`src/rtl/in_flight_credit_tracker_pkg.sv`:
```
`default_nettype none
// +-----------------------------------------------------------------------------+
// | in_flight_credit_tracker_pkg                                                |
// | Shared width helpers for the in-flight credit tracker.                      |
// | Revision: 1.0                                                               |
// +-----------------------------------------------------------------------------+
package in_flight_credit_tracker_pkg;

    // Bits needed to index 'value' items; exact log2 for powers of two.
    function automatic int ift_log2(input int value);
        int result;
        result = 0;
        for (int i = 0; i < 31; i++) begin
            if ((1 << i) < value) begin
                result = i + 1;
            end
        end
        return result;
    endfunction

    // Counter width able to hold max_depth exactly.
    function automatic int ift_count_width(input int max_depth);
        return ift_log2(max_depth) + 1;
    endfunction

    function automatic int ift_pool_entries(input int colors, input int min_depth,
                                            input int max_depth);
        return max_depth - colors * min_depth;
    endfunction

endpackage

`default_nettype wire

```
`src/rtl/ift_color_counter.sv`:
```
`default_nettype none
// +-----------------------------------------------------------------------------+
// | ift_color_counter                                                           |
// | Per-colour in-flight counter with quota comparison flags.                   |
// | Revision: 1.0                                                               |
// +-----------------------------------------------------------------------------+
module ift_color_counter
    import in_flight_credit_tracker_pkg::*;
#(
    parameter int CW        = 10,
    parameter int MIN_DEPTH = 32
)(
    input  logic          clk,
    input  logic          rst_n,
    input  logic          inc,
    input  logic          dec,
    output logic [CW-1:0] count,
    output logic [CW-1:0] count_next,
    output logic          at_or_above_min,
    output logic          above_min,
    output logic          nonzero
);

    localparam logic [CW-1:0] c_min = CW'(MIN_DEPTH);
    localparam logic [CW-1:0] c_one = CW'(1);

    logic [CW-1:0] r_count;
    logic [CW-1:0] w_count_next;

    // The parent only asserts inc/dec for accepted operations, so no clamping here.
    always_comb begin
        w_count_next = r_count;
        unique case ({inc, dec})
            2'b10:   w_count_next = r_count + c_one;
            2'b01:   w_count_next = r_count - c_one;
            default: w_count_next = r_count;
        endcase
    end

    always_ff @(posedge clk or negedge rst_n) begin
        if (!rst_n) begin
            r_count <= '0;
        end else begin
            r_count <= w_count_next;
        end
    end

    assign count           = r_count;
    assign count_next      = w_count_next;
    assign at_or_above_min = (r_count >= c_min);
    assign above_min       = (r_count > c_min);
    assign nonzero         = (r_count != '0);

endmodule

`default_nettype wire

```
`src/rtl/in_flight_credit_tracker.sv`:
```
`default_nettype none
// +-----------------------------------------------------------------------------+
// | in_flight_credit_tracker                                                    |
// | Per-colour outstanding-request tracker with reserved quotas + shared pool.  |
// | Revision: 1.0                                                               |
// +-----------------------------------------------------------------------------+
module in_flight_credit_tracker
    import in_flight_credit_tracker_pkg::*;
#(
    parameter  int COLORS    = 4,
    parameter  int MIN_DEPTH = 32,
    parameter  int MAX_DEPTH = 512,
    localparam int CW        = ift_count_width(MAX_DEPTH),
    localparam int TW        = ift_log2(COLORS)
)(
    input  logic              clk,
    input  logic              rst_n,
    input  logic              push,
    input  logic [TW-1:0]     push_tag,
    input  logic              pop,
    input  logic [TW-1:0]     pop_tag,
    input  logic              clr_err,
    output logic [COLORS-1:0] ready,
    output logic [CW-1:0]     total,
    output logic [CW-1:0]     pool_used,
    output logic              overflow,
    output logic              underflow
);

    localparam int            POOL_ENTRIES = ift_pool_entries(COLORS, MIN_DEPTH, MAX_DEPTH);
    localparam logic [CW-1:0] c_pool       = CW'(POOL_ENTRIES);
    localparam logic [CW-1:0] c_min        = CW'(MIN_DEPTH);

    logic [COLORS-1:0] r_ready;
    logic [CW-1:0]     r_total;
    logic [CW-1:0]     r_pool_used;
    logic              r_overflow;
    logic              r_underflow;

    logic [CW-1:0]     w_count      [COLORS];
    logic [CW-1:0]     w_count_next [COLORS];
    logic [COLORS-1:0] w_at_or_above_min;
    logic [COLORS-1:0] w_above_min;
    logic [COLORS-1:0] w_nonzero;
    logic [COLORS-1:0] w_ready_next;

    logic              w_push_ok;
    logic              w_pop_ok;
    logic              w_same_tag;
    logic              w_pool_inc;
    logic              w_pool_dec;
    logic [CW-1:0]     w_total_next;
    logic [CW-1:0]     w_pool_next;

    // Acceptance uses the registered ready so issuers see exactly what they tested.
    assign w_push_ok  = push && r_ready[push_tag];
    assign w_pop_ok   = pop && w_nonzero[pop_tag];
    assign w_same_tag = w_push_ok && w_pop_ok && (push_tag == pop_tag);

    // A same-tag push/pop leaves the count unchanged, so it must not move the pool either.
    assign w_pool_inc = w_push_ok && w_at_or_above_min[push_tag] && !w_same_tag;
    assign w_pool_dec = w_pop_ok && w_above_min[pop_tag] && !w_same_tag;

    assign w_total_next = r_total + {{(CW-1){1'b0}}, w_push_ok} - {{(CW-1){1'b0}}, w_pop_ok};
    assign w_pool_next  = r_pool_used + {{(CW-1){1'b0}}, w_pool_inc}
                                      - {{(CW-1){1'b0}}, w_pool_dec};

    for (genvar c = 0; c < COLORS; c++) begin : g_color
        ift_color_counter #(
            .CW        (CW),
            .MIN_DEPTH (MIN_DEPTH)
        ) u_counter (
            .clk             (clk),
            .rst_n           (rst_n),
            .inc             (w_push_ok && (push_tag == TW'(c))),
            .dec             (w_pop_ok && (pop_tag == TW'(c))),
            .count           (w_count[c]),
            .count_next      (w_count_next[c]),
            .at_or_above_min (w_at_or_above_min[c]),
            .above_min       (w_above_min[c]),
            .nonzero         (w_nonzero[c])
        );
    end

    if (POOL_ENTRIES > 0) begin : g_pool
        always_comb begin
            w_ready_next = '0;
            for (int c = 0; c < COLORS; c++) begin
                w_ready_next[c] = (w_count_next[c] < c_min) || (w_pool_next < c_pool);
            end
        end
    end else begin : g_no_pool
        always_comb begin
            w_ready_next = '0;
            for (int c = 0; c < COLORS; c++) begin
                w_ready_next[c] = (w_count_next[c] < c_min);
            end
        end
    end

    always_ff @(posedge clk or negedge rst_n) begin
        if (!rst_n) begin
            r_ready     <= '1;
            r_total     <= '0;
            r_pool_used <= '0;
            r_overflow  <= 1'b0;
            r_underflow <= 1'b0;
        end else begin
            r_ready     <= w_ready_next;
            r_total     <= w_total_next;
            r_pool_used <= w_pool_next;
            // A new error in the same cycle as clr_err keeps the flag set.
            if (push && !r_ready[push_tag]) begin
                r_overflow <= 1'b1;
            end else if (clr_err) begin
                r_overflow <= 1'b0;
            end
            if (pop && !w_nonzero[pop_tag]) begin
                r_underflow <= 1'b1;
            end else if (clr_err) begin
                r_underflow <= 1'b0;
            end
        end
    end

    assign ready     = r_ready;
    assign total     = r_total;
    assign pool_used = r_pool_used;
    assign overflow  = r_overflow;
    assign underflow = r_underflow;

`ifndef SYNTHESIS
    logic [CW-1:0] w_sum_count;
    logic [CW-1:0] w_sum_excess;

    always_comb begin
        w_sum_count  = '0;
        w_sum_excess = '0;
        for (int c = 0; c < COLORS; c++) begin
            w_sum_count = w_sum_count + w_count[c];
            if (w_count[c] > c_min) begin
                w_sum_excess = w_sum_excess + (w_count[c] - c_min);
            end
        end
    end

    a_total_is_sum: assert property (@(posedge clk) disable iff (!rst_n)
        r_total == w_sum_count);
    a_pool_is_excess: assert property (@(posedge clk) disable iff (!rst_n)
        r_pool_used == w_sum_excess);
    a_total_bound: assert property (@(posedge clk) disable iff (!rst_n)
        r_total <= CW'(MAX_DEPTH));

    if (POOL_ENTRIES > 0) begin : g_pool_chk
        a_pool_bound: assert property (@(posedge clk) disable iff (!rst_n)
            r_pool_used <= c_pool);
    end else begin : g_no_pool_chk
        a_pool_empty: assert property (@(posedge clk) disable iff (!rst_n)
            r_pool_used == '0);
    end
`endif

endmodule

`default_nettype wire

```
`config.mk`:
```
export PLATFORM = sky130hd
export DESIGN_NAME = in_flight_credit_tracker
export DESIGN_NICKNAME = d
export VERILOG_FILES = /design/src/rtl/in_flight_credit_tracker_pkg.sv /design/src/rtl/ift_color_counter.sv /design/src/rtl/in_flight_credit_tracker.sv
export SDC_FILE = /design/constraint.sdc
export NUM_CORES = 1
export LEC_CHECK = 0
export BUFFER_PORTS_ARGS = -buffer_cell sky130_fd_sc_hd__buf_2
export CAP_MARGIN = 20
export CORE_ASPECT_RATIO = 1.4
export CORE_MARGIN = 2
export CORE_UTILIZATION = 45
export CTS_BUF_LIST = sky130_fd_sc_hd__clkbuf_16
export DETAILED_ROUTE_END_ITERATION = 8
export PLACE_DENSITY_LB_ADDON = 0.2
export SLEW_MARGIN = 40
export SYNTH_ARGS = -nofsm -noshare
export SYNTH_HDL_FRONTEND = slang
export SYNTH_SLANG_ARGS = --single-unit
```
`constraint.sdc`:
```
create_clock -name clk -period 6.55 [get_ports clk]
set_clock_uncertainty 0.05 [all_clocks]
set_input_delay 0.3275 -clock clk [delete_from_list [all_inputs] [get_ports clk]]
set_output_delay 0.3275 -clock clk [all_outputs]
set_load 0.02 [all_outputs]
```
**After elaboration in Yosys (flattened, before gate mapping)**

Cells that the tools add are included.

- Output and inout port bits: 26
- Register bits: 66
- Word-level logic and storage cells: 99

- Reductions and logical operators: 33
- Equality and inequality tests: 15
- Mux-type cells: 15
- $add $sub $neg: 12
- Magnitude comparators: 15

Operators with widths:

| cell | number |
|---|---|
| $pmux 10 s2 | 4 |
| $add 10x1->10 const B | 4 |
| $ge 10x6->1 const B | 4 |
| $gt 10x6->1 const B | 4 |
| $lt 10x6->1 const B | 4 |
| $reduce_bool 10->1 | 4 |
| $sub 10x1->10 const B | 4 |
| $add 10x1->10 | 2 |
| $sub 10x1->10 | 2 |
| $logic_and 1x1->1 | 18 |
| $eq 2x2->1 const B | 8 |
| $eq 2x1->1 const B | 6 |
| $lt 10x9->1 const B | 1 |
| $bmux 1 s2 | 4 |
| $mux 1 | 7 |
| $lt 2x3->1 const B | 2 |
| $logic_not 2->1 | 2 |
| $logic_or 1x1->1 | 4 |
| $reduce_bool 2->1 | 2 |
| $logic_not 1->1 | 3 |
| $eq 2x2->1 | 1 |

**Longest topological paths before layout**

Gate-level depths: netlist of run 1.

- Depth in word-level cells: 12
- Depth in mapped cells: 26
- Mapped depth without buffers: 25

**By module**

From an unflattened synthesis of run 1, not the netlist that was laid out.

- Cell total of the unflattened synthesis: 710
- Area, all modules: 6271.0 um^2

Modules (own cells, without submodules):

| module | area each (um^2) | cells each | times used | sequential area each (um^2) |
|---|---|---|---|---|
| ift_color_counter | 1089.8 | 128 | 4 | 250.2 |
| in_flight_credit_tracker | 1911.8 | 198 | 1 | 655.6 |

**Least setup slack after synthesis of run 1**

OpenSTA, ideal clock, no wires.

- Path kind: register to register
- Start point: reg g_color[2].u_counter.r_count[5]
- End point: reg r_ready[2] (netlist: ready[2])
- Cell stages (with the launch flop): 21
- Arrival: 4.518 ns
- Path slack: 1.895 ns
- Path through: dfrtp_1 -> clkbuf_1 -> nor3_1 -> a41oi_1 -> o22ai_1 -> nor2_1 -> nand2_1 -> nor3b_1 -> ha_1 -> buf_2 -> clkbuf_1 -> buf_1 -> xor2_1 -> ha_1 -> or3_1 -> a21oi_1 -> o31ai_1 -> and3_1 -> o31a_1 -> a2111oi_0 -> o41ai_1

- Word-level cells in the longest chain between the ends: 12
- Elaborated cells on any way between the ends: 28
- Those cells by class: add/sub: 4; order compare: 4; eq/ne: 2; mux: 7; reduce/logical: 11

RTL lines:

| element | RTL line | RTL |
|---|---|---|
| start: declaration | ift_color_counter.sv:27 | `logic [CW-1:0] r_count;` |
| start signal: assignment | ift_color_counter.sv:44 | `r_count <= w_count_next;` |
| branches (longest 11 deep; another with $ge 10x6->1) | - |  |
| $logic_or 1x1->1 * | in_flight_credit_tracker.sv:89 | `w_ready_next[c] = (w_count_next[c] < c_min) \|\| (w_pool_next < c_pool);` |
| net w_ready_next[2] | in_flight_credit_tracker.sv:45 | `logic [COLORS-1:0] w_ready_next;` |
| end signal: assignment | in_flight_credit_tracker.sv:109 | `r_ready <= w_ready_next;` |
| end: declaration | in_flight_credit_tracker.sv:34 | `logic [COLORS-1:0] r_ready;` |

Mark *: on every way through the listed nets, which the timed path passes. The select of a mux whose other input is x is not followed.
A chain may end at the register's enable or synchronous reset.

**Final worst setup path of run 1**

- Start point: reg g_color[0].u_counter.r_count[7]
- End point: reg r_ready[2] (netlist: ready[2])

- Word-level cells in the longest chain between the ends: 12
- Elaborated cells on any way between the ends: 26
- Those cells by class: add/sub: 2; order compare: 4; eq/ne: 2; mux: 7; reduce/logical: 11

RTL lines:

| element | RTL line |
|---|---|
| start: declaration | ift_color_counter.sv:27 |
| start signal: assignment | ift_color_counter.sv:44 |
| branches (longest 11 deep; another with $ge 10x6->1) | - |
| $logic_or 1x1->1 * | in_flight_credit_tracker.sv:89 |
| net w_ready_next[2] | in_flight_credit_tracker.sv:45 |

Marked as above.

==> impl.org, run 1 <==
** Status
- Result of the run :: completed

** Place
- Detailed placement finished with a half-perimeter wire length of about 8900 um.
- Buffers placed on the I/O ports in this run total 34.
- The congestion estimate from routability-driven global placement came to approximately 0.84.

** STA
- Measured against its own limit, the worst slew margin works out to 0.505.
- Setup violations remaining at the end of the flow were counted as 0.
- Post-layout min period :: ~5.3 ns
- At the pin with the least slew margin, the transition time is between 0.7 and 0.8 ns.
- Period utilization :: 0.810
- Adding up every negative setup slack in the final design gives 0 ns.
- The final number of max-transition violations is 0.
- Static timing analysis puts the maximum clock frequency at 188 MHz.
- Setup repair after global routing left no endpoint under its margin.
- The number of hold violations in the final report came to 0.

** Critical path
- The worst setup path is launched from a flip-flop.
- Data on the critical path arrives at its endpoint at about 5.5 ns.
- Required arrival time at the worst endpoint :: ~6.7 ns
- Setup slack on the worst reg-to-reg path comes out at between 1 and 1.5 ns.
- Maximum fanout along the worst path :: 9
- The critical path is of the reg2reg type.
- STA classifies the critical path endpoint as a flip-flop.

** Pwr
- IR analysis of the VDD net gives a maximum drop of ~0.2 mV.
- Leakage power figure :: ~0.0026 uW
- Power density over the cells :: between 500 and 600 nW/um2

** Route
- In the routed layout, each cell is associated on average with a via count of 5.84.
- Detailed router's first-iteration violation count :: 288
- The detailed router placed roughly 4700 vias in this run.
- Number of iterations in the first detailed-routing pass :: 4
- In this run the remaining antenna-violating nets after routing total 0.
- For this run, design rule violations remaining after detail routing come to 0.
- Post-DR wirelength/cell :: around 15 um
- Post-Route WL :: about 12000 um

** Cells and area
- Final Util :: 0.498
- Count of inserted antenna diode cells :: 0
- Layout overhead on the synthesized area :: 7.66%
- In the final layout, the share of cells above drive strength 1 is 0.0983.
- Final #Nets :: around 700

** GRT
- In the global route stage, overall resource usage came out at 0.190.
- Antenna violations before repair :: 0
- Number of global-route vias before repair :: around 4400
- Global route overflow :: 0
- Entering global routing, the biggest net connects 67 pins.
- The first global-routing pass estimated a little over 20000 um of wire.

** Yosys
- The average instance in the mapped netlist occupies between 8 and 9 um2.
- Gate count of the mapped netlist :: between 600 and 700
- For this run, asynchronously set or reset flops after synthesis account for 1.00.
- Portion of synthesized cell area occupied by the leading cell type :: 0.283
- Most repeated cell in the gate-level netlist after synthesis :: dfrtp_1
- Synth warnings :: 0
- Cell Area, Synth :: 5490 um2
- In this run, synthesis inferred 0 flip-flops with an integrated enable.
- By area the synthesized netlist is led by dfrtp_1 (28%), ha_1 (8.2%), xnor2_1 (6.2%).
- Register bit total from synthesis :: 66
- Count of cell types in the netlist :: 80
- Area leader, netlist :: dfrtp_1
- In the synthesized netlist, the cells that appear most often are dfrtp_1 (62), nor2_1 (50), inv_1 (49).
- Most used DFF post-synth :: dfrtp_1
- The number of nets handed over by synthesis was about 690.
- Proportion of synthesized chip area in sequential cells :: 0.302

** Hold path
- Path class of the lowest-slack min-delay path :: in2async

** Die
- Die X-Extent :: around 100 um
- The initial utilization of the core area, before any placement, comes to 0.462.
- The floorplan step set the die height to 135 um.
- Top-Level Pins :: 35
- In this run the core area contains 47 standard-cell rows.
- Core region area :: 11900 um2
- Die footprint :: ~13000 um2

** Clock tree
- The cell sitting at the root of the clock tree is a clkbuf_16.
- Clock edge transition at the registers on the reported setup and hold paths :: around 0.060 ns
- TritonCTS built the clock tree.
- Resized Gates After CTS :: 0
- CTS Buf Count :: 9
- Clock latency on the worst-skew pair, taken at its later pin, is 0.33 ns.
- Clock Sink Count :: 66
- Once the clock tree was built, the setup fixing pass inserted 0 buffers.
- The H-tree was split into 3 levels.
- Total of hold buffers inserted after clock tree synthesis :: 0
- The longest clock path from root to sink contains 2 buffers.

** Job
- Max-cap violations in this run came to 0.
## cells in the final DEF, fill, tap and decap left out, drive strengths merged, types with 7 or more instances in the layout
cell type / n
a21o: 12
a21oi: 45
buf: 35
clkbuf: 9
dfrtp: 62
ha: 36
inv: 50
nand2: 30
nand2b: 12
nand3: 14
nand4: 7
nor2: 50
nor2b: 8
nor3: 17
nor3b: 8
o21ai: 31
o22ai: 8
o31ai: 7
or3: 9
xnor2: 39
xor2: 31
## through the flow
step | power (uW) | setup WS, ns | area, um2 | std cells | hold WS, ns
after floorplan | 2280 | 1.90 | 5490 | 646 | -0.0181
after global placement | 2600 | 1.39 | 5660 | 784 | 0.439
after detailed placement | 2660 | 1.28 | 5660 | 784 | 0.422
after CTS | 3100 | 1.25 | 5910 | 798 | 0.0698
after global routing | 3360 | 0.840 | 5910 | 798 | 0.104
final | 3080 | 1.24 | 5910 | 798 | 0.0487
## sequential cells by signal, summed over array words and instances (netlist names)
register and cells:
underflow 1, overflow 1, total 10, g_color.u_counter.count 40
ready 4, pool_used 10
## power breakdown
part           switching, uW  total [uW]  internal, uW
clock                    170         417           247
sequential               330         976           646
combinational            937        1690           754
total                   1440        3080          1650
## final timing paths
check	start	cells past startpoint	end
worst max-delay path	g_color[0].u_counter.count[7]$_DFF_PN0_	24	ready[2]$_DFF_PN1_
worst min-delay path	rst_n	2	pool_used[8]$_DFF_PN0_
worst max register to register	g_color[0].u_counter.count[7]$_DFF_PN0_	24	ready[2]$_DFF_PN1_
worst min register to register	g_color[2].u_counter.count[9]$_DFF_PN0_	1	g_color[2].u_counter.count[9]$_DFF_PN0_
max in group asynchronous	rst_n	2	g_color[1].u_counter.count[1]$_DFFE_PN0N_
min in group clk	clr_err	2	overflow$_DFFE_PN0P_
## cells by family (layout without fill, tap and decap cells)
| group | count (synthesis) | count (layout) | synth area share |
|---|---|---|---|
| AOI/OAI and AO/OA | 173 | 173 | 0.217 |
| xor gates and xnor gates | 70 | 70 | 0.112 |
| adders and majority gates | 38 | 38 | 0.0893 |
| buffers and inverters | 95 | 100 | 0.0706 |
| DFF | 66 | 66 | 0.302 |
| muxes | 7 | 7 | 0.0160 |
| and+or+nand+nor | 197 | 197 | 0.194 |
## layout make-up
class	count	area, um2
Inverter	51	191
Timing Repair Buffer	35	181
Clock inverter	5	23.8
Multi-Input combinational cell	485	3450
Tap cell	147	184
Fill cell	1108	5970
Sequential cell	66	1660
Clock buffer	9	225
## worst max-delay path: stages (launching register included)
cell and delay, ns:
dfrtp_1 0.47, or4_1 0.56, nor4_1 0.30, a41oi_1 0.09
o22ai_1 0.18, nor2_1 0.09, nand2_1 0.19, inv_1 0.07
ha_1 0.21, a31oi_1 0.13, o21ai_0 0.10, nor4_1 0.30
ha_1 0.31, inv_1 0.06, ha_1 0.17, inv_1 0.06
fa_1 0.41, nor2b_1 0.14, o21ai_0 0.11, a21boi_1 0.25
o211ai_1 0.14, nand3_1 0.11, mux2i_1 0.07, a2111o_1 0.49
o41ai_1 0.12
## per-layer routing
metal | part of all wire | global-route usage | vias to the layer above
li1 | - | - | 2317
met1 | 0.45 | 0.240 | 2232
met2 | 0.50 | 0.329 | 96
met3 | 0.029 | 0.0316 | 13
met4 | 0.017 | 0.0679 | 0
met5 | 0 | 0 | -
No activity file was read; power rests on OpenSTA's default activity.
==> run 2: changes to the inputs <==
ABC_AREA = 1   (was not set)
clock period = 4.9 ns   (was 6.55 ns; I/O delays follow)
==> run 2 against run 1 <==
Against the previous run: non-clock buffer count up 4; critical path type unchanged; global-route usage up 2.0 points; die area up 2.4%; critical path depth up 2; worst hold slack better by 0.0064 ns; flip-flop and latch count unchanged; combinational power up 38%; final area up 5.7%; utilization up 1.2 points; largest power group unchanged; synthesized cell count up 33%.
==> impl.org, run 2 <==
** Status
- Result of the run :: completed

** Yosys
- The multiplexer area fraction after synthesis came to 0 (-0.0160).
- The xor/xnor share of the synthesized area was 0.0554 (-0.0563).
- The count of yosys warnings during synthesis came to 0 (unchanged).
- Most repeated cell in the gate-level netlist after synthesis :: nand2_1
- After synthesis, the cell types taking the most area are dfrtp_1 (28%), nand2_1 (18%), inv_1 (9.1%).
- Gate count of the mapped netlist :: 859 (+33%)
- Post-synth top cells :: nand2_1 (263), inv_1 (136), nand3_1 (89)
- The share of the synthesized area in compound gates (AO/OA/AOI/OAI) is 0.0892 (-0.128).
- Proportion of synthesized chip area in sequential cells :: 0.295 (-0.00718)
- The area fraction of the dominant cell type after synthesis is 0.276 (-0.00673).
- Count of flip-flops with a built-in enable after synthesis :: 0 (unchanged)
- Post-synthesis area per instance :: 6.55 um2 (-23%)
- The most used flip-flop cell after synthesis is dfrtp_1.
- The net count of the mapped netlist is 906 (+31%).
- dfrtp_1 takes more of the synthesized area than any other cell.
- Main combinational cell family by area after synthesis :: simple AND/OR/NAND/NOR gates
- Cell Area, Synth :: 5620 um2 (+2.4%)
- Fraction of synthesis flops using an asynchronous set or reset pin :: 1.00 (unchanged)
- The synthesized-area fraction occupied by adder cells is 0.0872 (-0.00213).
- Simple-gate portion of the synthesized area :: 0.368 (+0.174)
- The count of distinct cell types in the synthesized netlist was 39 (-51%).
- Register bit total from synthesis :: 66 (unchanged)

** Route
- Post-Route WL :: 13500 um (+9.6%)
- Antenna viol nets, final :: 0 (unchanged)
- DRC violations left :: 0 (unchanged)
- The number of search-and-repair iterations in the first detailed-routing pass is 7 (+3).
- Post-DR wirelength/cell :: 12.8 um (-17%)
- The number of DRC violations after detailed-routing iteration 0 came to 264 (-8.3%).
- Routed via count :: 5276 (+13%)
- The vias per cell came to 5.02 (-14%).

** STA
- The final number of max-transition violations was 0 (unchanged).
- Max_slew headroom :: 0.546 (+0.0408)
- The share of the clock period used by the worst path was 0.885 (+0.0750).
- Setup repair after global routing missed its margin :: false
- The minimum clock period came to 4.34 ns (-0.969 ns).
- The measured slew at the worst slew-check pin is 0.681 ns (-0.0549 ns).
- Hold violation total from the final report :: 0 (unchanged)
- The achievable frequency was 231 MHz (+22%).
- The accumulated negative setup slack is 0 ns (unchanged).
- The total setup violations reported at the end of the flow is 0 (unchanged).

** Clock tree
- Resized Gates After CTS :: 0 (unchanged)
- The clock latency at the later pin of the worst-skew pair was 0.34 ns (about the same).
- The number of sinks handled by clock tree synthesis is 66 (unchanged).
- Root buf cell :: clkbuf_16
- The maximum clock path buffer count came to 2 (unchanged).
- TritonCTS built the clock tree.
- The depth of the CTS H-tree came to 3 (unchanged).
- Clock edge transition at the registers on the reported setup and hold paths :: 0.06 ns (about the same)
- The total clock buffers created by CTS came to 9 (unchanged).

** Pwr
- The maximum vdd ir drop was 0.459 mV (+130%).
- Internal Power :: 2130 uW (+29%)
- Combinational fraction of design power :: 0.570 (+0.022)
- Power density over the cells :: 658 nW/um2 (+26%)
- Switching Share :: 0.483 (+0.0169)
- The clock network fraction of design power was 0.156 (+0.021).
- Net switching power :: 1990 uW (+38%)
- The total leakage power came to 0.00342 uW (+34%).
- Fraction of power consumed by sequential logic :: 0.274 (-0.043)

** Cells and area
- Final #Nets :: 944 (+36%)
- Commonest cells after routing, fill and taps aside :: nand2_1 (263), inv_1 (138), nand3_1 (89)
- Ratio of cells with drive above 1 in the final layout :: 0.105 (+0.00701)
- The final core area utilization is 0.510 (+0.0122).
- The flip-flop count of the largest register, all copies and words added was 40 (unchanged).
- Most frequent standard cell in the layout excluding fill and tap cells :: nand2_1
- Count of inserted antenna diode cells :: 0 (unchanged)
- Layout overhead on the synthesized area :: 11.1%

** Critical path
- Maximum fanout along the worst path :: 6 (-3)
- The worst register-to-register path begins at g_color[1].u_counter.count[6]$_DFF_PN0_.
- Critical-path top delay cell :: dfrtp_1
- Crit Path Class :: reg2reg
- The critical path ends at ready[3]$_DFF_PN1_.
- The worst setup path is launched from a flip-flop.
- In this design, the critical path's most frequently occurring cell is nand2_1.
- The worst endpoint required time is 5.11 ns (-1.61 ns).
- The kind of cell with the highest combined delay along the critical path is simple AND/OR/NAND/NOR gates.
- Bufs and invs on worst path :: 3 (unchanged)
- The worst setup path is captured at a flip-flop.
- Arrival time worst endpoint :: 4.55 ns (-0.92 ns)
- The critical path depth is 26 (+8.3%).
- Setup slack, reg-to-reg :: 0.56 ns (-0.68 ns)
- The delay of the slowest critical-path stage came to 0.46 ns (-0.10 ns).
- The length in cells of the worst reg-to-reg path is 26 (+8.3%).
- The critical path starts at g_color[1].u_counter.count[6]$_DFF_PN0_.
- Reg2Reg Capture Point :: ready[3]$_DFF_PN1_

** Hold path
- Path class of the lowest-slack min-delay path :: in2reg

** Die
- The core footprint was 12300 um2 (+3.1%).
- Die X-Extent :: 98.5 um (+1.2%)
- The starting density of the core came to 0.459 (-0.00314).
- The placement row count was 48 (+2.1%).
- The area of the die was 13400 um2 (+2.4%).
- The total I/O pin count came to 35 (unchanged).
- The die boundary height was 136 um (+1.2%).

** GRT
- The total global-route track usage is 0.209 (+0.0197).
- The initial antenna violation count was 0 (unchanged).
- Global route overflow :: 0 (unchanged)
- Wire length of the first global-routing pass :: 22700 um (+9.3%)
- The largest net degree at the start of global routing is 67 (unchanged).
- Number of global-route vias before repair :: 4887 (+11%)

** Job
- Max_cap viols :: 0 (unchanged)

** Place
- The number of buffer cells added on primary ports came to 34 (unchanged).
- The HPWL reported at the end of detailed placement is 10400 um (+17%).
- The weighted congestion at the end of routability-driven global placement is 0.905 (+7.4%).
==> run 2: changes by cell type after synthesis, moves of 9 or more <==
cell / change
o21ai_0: +12
inv_1: +87
a21o_1: -11
nor2_1: +29
nor3_1: -10
a21oi_1: -13
nand3_1: +75
nand2b_1: -12
nand2_1: +233
xor2_1: -21
or3_1: -9
xnor2_1: -19
clkbuf_1: -22
==> run 2: what timing repair did <==
item	4_1_cts	5_1_grt
hold endpoints to repair	58	0
setup endpoints to repair	0	4
buffers inserted	0	2
hold buffers	1	0
==> run 2: cell type report <==
cell class / instances / area (um2)
Tap cell: 150 / 188
Clock buffer: 9 / 225
Fill cell: 1291 / 6010
Clock inverter: 7 / 62.6
Inverter: 140 / 526
Sequential cell: 66 / 1660
Multi-Input combinational cell: 641 / 3370
Timing Repair Buffer: 39 / 214
==> run 2: layer usage <==
layer,wire (um),global-route usage
met1,6110,0.262
met2,6730,0.370
met3,381,0.0252
met4,280,0.0769
met5,0,0
==> run 2: power groups by stage <==
stage	Combinational (uW)	Clock, uW	Sequential (uW)
floorplan	1710	0	1210
global placement	2320	0	1140
detailed placement	2340	0	1140
CTS	2360	658	1130
global route	2680	678	1180
finish	2340	641	1130
==> run 2: worst min path at each step <==
stage | start | to | slack (ns) | cells after the start
final | clr_err | overflow$_DFFE_PN0P_ | 0.06 | 2
after floorplan | rst_n | g_color[0].u_counter.count[0]$_DFFE_PN0N_ | -0.10 | 0
after global routing | clr_err | overflow$_DFFE_PN0P_ | 0.07 | 2
after detailed placement | rst_n | g_color[0].u_counter.count[4]$_DFFE_PN0N_ | 0.35 | 2
after CTS | clr_err | overflow$_DFFE_PN0P_ | 0.05 | 2
after global placement | clr_err | overflow$_DFFE_PN0P_ | 0.40 | 2
==> run 2: cell families (layout without fill, tap and decap cells) <==
logic type	count (synthesis)	after routing
simple gates	481	481
buf+inv	152	195
compound gates	89	89
flops	66	66
fa+ha+maj	38	38
xor+xnor	33	33
==> run 2: stage by stage <==
step           setup slack, ns  hold WS [ns]  cells  total power (uW)  cell area, um2
2_1_floorplan             1.04        -0.101    859              2920            5620
3_3_place_gp             0.661         0.401   1033              3460            5930
3_5_place_dp             0.489         0.346   1033              3480            5930
4_1_cts                  0.459        0.0530   1050              4150            6230
5_1_grt                 0.0497        0.0679   1052              4530            6250
6_report                 0.563        0.0552   1052              4110            6250
